===== src/rtl/clken_bank.sv =====
// Bank of independent programmable clock-enable generators. Each channel divides
// i_clk by its own divisor and emits a one-cycle tick plus a 50% square wave.
module clken_bank #(
    parameter int                       N_CH    = 3,
    parameter int                       WIDTH   = 16,
    parameter logic [N_CH*WIDTH-1:0]    RST_DIV = {N_CH{WIDTH'(1)}},
    parameter logic [N_CH-1:0]          RST_EN  = '1
) (
    input  logic                                  i_clk,
    input  logic                                  i_rst_n,
    input  logic                                  i_wr,
    input  logic [((N_CH > 1) ? $clog2(N_CH) : 1)-1:0] i_wr_ch,
    input  logic [WIDTH-1:0]                      i_wr_div,
    input  logic                                  i_wr_mode,
    input  logic                                  i_wr_en,
    input  logic                                  i_sync,
    output logic [N_CH-1:0]                       o_tick,
    output logic [N_CH-1:0]                       o_sq,
    output logic [N_CH-1:0]                       o_busy
);

    localparam int CW = (N_CH > 1) ? $clog2(N_CH) : 1;

    // Writes addressed past the last channel are dropped entirely.
    logic wr_ok;
    assign wr_ok = i_wr && ({1'b0, i_wr_ch} < (CW + 1)'(N_CH));

    for (genvar c = 0; c < N_CH; c++) begin : g_ch
        localparam logic [WIDTH-1:0] RDIV = RST_DIV[c*WIDTH +: WIDTH];

        logic [WIDTH-1:0] div_q, div_d;
        logic [WIDTH-1:0] cnt_q, cnt_d;
        logic             mode_q, mode_d;
        logic             run_q, run_d;
        logic             tick_q, tick_d;
        logic             sq_q, sq_d;
        logic             wr_hit;

        assign wr_hit = wr_ok && (i_wr_ch == CW'(c));

        // A write overrides both sync and a pending tick on its own channel.
        always_comb begin
            div_d  = div_q;
            cnt_d  = cnt_q;
            mode_d = mode_q;
            run_d  = run_q;
            sq_d   = sq_q;
            tick_d = 1'b0;
            if (wr_hit) begin
                div_d  = i_wr_div;
                mode_d = i_wr_mode;
                run_d  = i_wr_en && (i_wr_div != '0);
                cnt_d  = i_wr_div - WIDTH'(1);
                sq_d   = 1'b0;
            end else if (run_q) begin
                if (i_sync) begin
                    cnt_d = div_q - WIDTH'(1);
                end else if (cnt_q == '0) begin
                    cnt_d  = div_q - WIDTH'(1);
                    tick_d = 1'b1;
                    sq_d   = ~sq_q;
                    if (mode_q) begin
                        run_d = 1'b0;
                    end
                end else begin
                    cnt_d = cnt_q - WIDTH'(1);
                end
            end
        end

        always_ff @(posedge i_clk or negedge i_rst_n) begin
            if (!i_rst_n) begin
                div_q  <= RDIV;
                cnt_q  <= RDIV - WIDTH'(1);
                mode_q <= 1'b0;
                run_q  <= RST_EN[c] && (RDIV != '0);
                tick_q <= 1'b0;
                sq_q   <= 1'b0;
            end else begin
                div_q  <= div_d;
                cnt_q  <= cnt_d;
                mode_q <= mode_d;
                run_q  <= run_d;
                tick_q <= tick_d;
                sq_q   <= sq_d;
            end
        end

        assign o_tick[c] = tick_q;
        assign o_sq[c]   = sq_q;
        assign o_busy[c] = run_q;
    end

endmodule


===== config.mk =====
export PLATFORM = sky130hd
export DESIGN_NAME = clken_bank
export DESIGN_NICKNAME = d
export VERILOG_FILES = /design/src/rtl/clken_bank.sv
export SDC_FILE = /design/constraint.sdc
export NUM_CORES = 1
export LEC_CHECK = 0
export ABC_AREA = 1
export CAP_MARGIN = 0
export CORE_MARGIN = 2
export CORE_UTILIZATION = 50
export CTS_BUF_LIST = sky130_fd_sc_hd__clkbuf_2 sky130_fd_sc_hd__clkbuf_4 sky130_fd_sc_hd__clkbuf_8
export CTS_CLUSTER_DIAMETER = 200
export DETAILED_ROUTE_END_ITERATION = 8
export PLACE_DENSITY = 0.68
export REMOVE_ABC_BUFFERS = 1
export SLEW_MARGIN = 20
export SYNTH_ARGS = -nofsm -noshare
export SYNTH_HDL_FRONTEND = slang
export SYNTH_SLANG_ARGS = --single-unit

===== constraint.sdc =====
create_clock -name i_clk -period 3.3 [get_ports i_clk]
set_input_delay 0.66 -clock i_clk [delete_from_list [all_inputs] [get_ports i_clk]]
set_output_delay 0.66 -clock i_clk [all_outputs]
set_load 0.1 [all_outputs]

==> impl_metrics.env <==
export IMPL_initial_utilization=0.511
export IMPL_slew_headroom=0.559
export IMPL_cts_tree="yes"
export IMPL_grt_max_degree=65
export IMPL_drv_slew=0
export IMPL_area_growth_pct=7.83
export IMPL_via_count=7290
export IMPL_async_reset_ff_frac=1.00
export IMPL_firstDrtPassIters=5
export IMPL_worst_hold_slack_ns=0.254
export IMPL_fin_total_pwr_w=0.00489
export IMPL_grt_ovfl_total=0
export IMPL_period_share=0.676
export IMPL_hpwlAfterDp_um=17400
export IMPL_fin_setup_tns_ns=0
export IMPL_ys_warn_count=0
export IMPL_synth_area_um2=7730
export IMPL_ir_worst_vdd_uv=292
export IMPL_place_area_um2=8130
export IMPL_first_global_vias=6757
export IMPL_period_minus_slack_ns=2.23
export IMPL_route_detailed_wl_per_inst_um=16.9
export IMPL_cts_made_buffers=9
export IMPL_cts_hold_buf=0
export IMPL_synth_commonest_cells="nand2_1, nor2_1, inv_1"
export IMPL_hold_class="in -> async"
export IMPL_synth_area_top_cells="dfrtp_1, nand2_1, nand3_1"
export IMPL_ys_seq_area_frac=0.350
export IMPL_drive_gt1_frac=0.0870
export IMPL_synth_top_area_share=0.330
export IMPL_ys_ff_latch=108
export IMPL_cts_reportedPaths_clkPinSlew_ns=0.10
export IMPL_h_tree_depth=3
export IMPL_hold_viol_final=0
export IMPL_antenna_found_initial=0
export IMPL_drcViolationCount=0
export IMPL_num_antenna_cells=0
export IMPL_die_area_um2=16500
export IMPL_clk_latency_ns=0.39
export IMPL_cp_max_fo=6
export IMPL_critPathArrivalTime_ns=2.56
export IMPL_final_antenna_net_count=0
export IMPL_core_area_um2=15100
export IMPL_ctsResizeCount=0
export IMPL_power_leakage_nw=4.15
export IMPL_crit_type="in -> reg"
export IMPL_cap_violations=0
export IMPL_yosysMostFrequentCell="nand2_1"
export IMPL_nets=1191
export IMPL_clock_fmax_mhz=448
export IMPL_synth_edf_count=0
export IMPL_outcome="finished, final reports clean"
export IMPL_skew_ns=0.00930
export IMPL_end_kind="flip-flop"
export IMPL_rows=45
export IMPL_synth_cell_types=45
export IMPL_cts_sink_count=108
export IMPL_n_fill_cell=1525
export IMPL_rsz0062_at_grt="no"
export IMPL_finalInstanceArea_um2=8340
export IMPL_syn_inst=1137
export IMPL_port_buffers=32
export IMPL_drt_iter0_drc=616
export IMPL_yosys_most_used_dff="dfrtp_1"
export IMPL_crit_required_ns=3.63
export IMPL_io_pins=33
export IMPL_powerDensity_nw_per_um2=587
export IMPL_cts_path_max_buffers=2
export IMPL_gp_congestion=0.960
export IMPL_die_h_um=128
export IMPL_routed_wl_um=22900
export IMPL_post_cts_buffers=0
export IMPL_setup_violations=0
export IMPL_fp_dieW_um=128
export IMPL_cts_root_buf="clkbuf_8"
export IMPL_crit_path_start_kind="primary input"
export IMPL_avgSynthCellArea_um2=6.80
export IMPL_grt_usage=0.291
export IMPL_via_per_inst=5.40
export IMPL_tightest_slew_ns=0.659
export IMPL_grt_pass1_wl_um=36500
export IMPL_synth_largest_area_cell="dfrtp_1"
export IMPL_utilization=0.551
==> per-stage QoR <==
stage	cells	setup WS, ns
final	1349	1.07
after global routing	1349	0.945
after CTS	1349	1.08
after detailed placement	1333	0.664
after global placement	1333	0.697
after floorplan	1101	1.28
==> path summary, 6_finish.rpt <==
path                                         startpoint                             to  slack (ns)  cells after the start
max reg2reg                g_ch[2].cnt_q[0]$_DFFE_PN0P_  g_ch[2].cnt_q[12]$_DFFE_PN0P_        1.30                     11
min reg2reg                  g_ch[2].mode_q$_DFFE_PN0P_     g_ch[2].mode_q$_DFFE_PN0P_        0.50                      2
min                                             i_rst_n  g_ch[2].div_q[11]$_DFFE_PN0P_        0.25                      1
max in group asynchronous                       i_rst_n        g_ch[0].run_q$_DFF_PN1_        2.24                      2
min in group i_clk           g_ch[2].mode_q$_DFFE_PN0P_     g_ch[2].mode_q$_DFFE_PN0P_        0.50                      2
max                                         i_wr_div[0]  g_ch[1].cnt_q[12]$_DFFE_PN0P_        1.07                      9
==> metal layers <==
metal,share of wire,track usage
met1,0.45,0.407
met2,0.44,0.454
met3,0.070,0.0441
met4,0.040,0.118
met5,0,0
==> critical path, stage by stage <==
cell	delay [ns]
clkdlybuf4s50_1	0.55
inv_1	0.15
ha_1	0.25
nand2_1	0.15
inv_1	0.06
nand2_1	0.09
xor2_1	0.42
nand2_1	0.13
nand3_1	0.11
==> layout by cell type (no fill, tap or decap), types with 2 or more instances in the layout <==
cell	instances
xnor2_1	20
nor2_4	5
nand2_4	3
ha_1	11
clkbuf_8	10
a21oi_1	15
nor2_8	2
o22ai_1	7
o21ai_1	13
inv_1	113
o211ai_1	4
clkdlybuf4s50_1	22
and2_1	3
nand3_1	107
nor2_2	18
o21bai_1	8
a22oi_1	13
nand3b_1	10
buf_4	21
nand3_2	8
a21oi_2	2
nand4_1	7
nor3_1	5
inv_2	4
nand2_1	371
dfstp_2	6
xor2_1	28
dfrtp_1	102
o21ai_0	59
nor2_1	138
nand2_2	7
==> kinds of logic after synthesis <==
group	Yosys count	synth area share
AND/OR/NAND/NOR	688	0.390
flip-flops	108	0.350
AO/OA/AOI/OAI	128	0.0979
adder cells (fa/ha/maj)	11	0.0178
buffers and inverters	154	0.0891
XOR/XNOR	48	0.0544
==> power by group <==
group | internal (W) | leakage (nW) | switching, W
Sequential | 0.00164 | 1.34 | 0.000403
Clock | 0.000384 | 0.103 | 0.000483
Combinational | 0.000722 | 2.70 | 0.00126
Total | 0.00274 | 4.15 | 0.00215
==> registers in the layout, summed over array words and instances, names as in the netlist <==
| signal | flops |
|---|---|
| g_ch.tick_q | 3 |
| g_ch.sq_q | 3 |
| g_ch.div_q | 48 |
| g_ch.cnt_q | 48 |
| g_ch.run_q | 3 |
| g_ch.mode_q | 3 |
==> area by class of cell <==
type	count	area, um2	area share
Sequential cell	108	2710	0.325
Tap cell	188	235	0.0282
Multi-Input combinational cell	875	4330	0.520
Inverter	118	457	0.0548
Clock inverter	5	60.1	0.00720
Timing Repair Buffer	44	398	0.0477
Clock buffer	11	145	0.0174
Power figures use the tool's default switching activity.
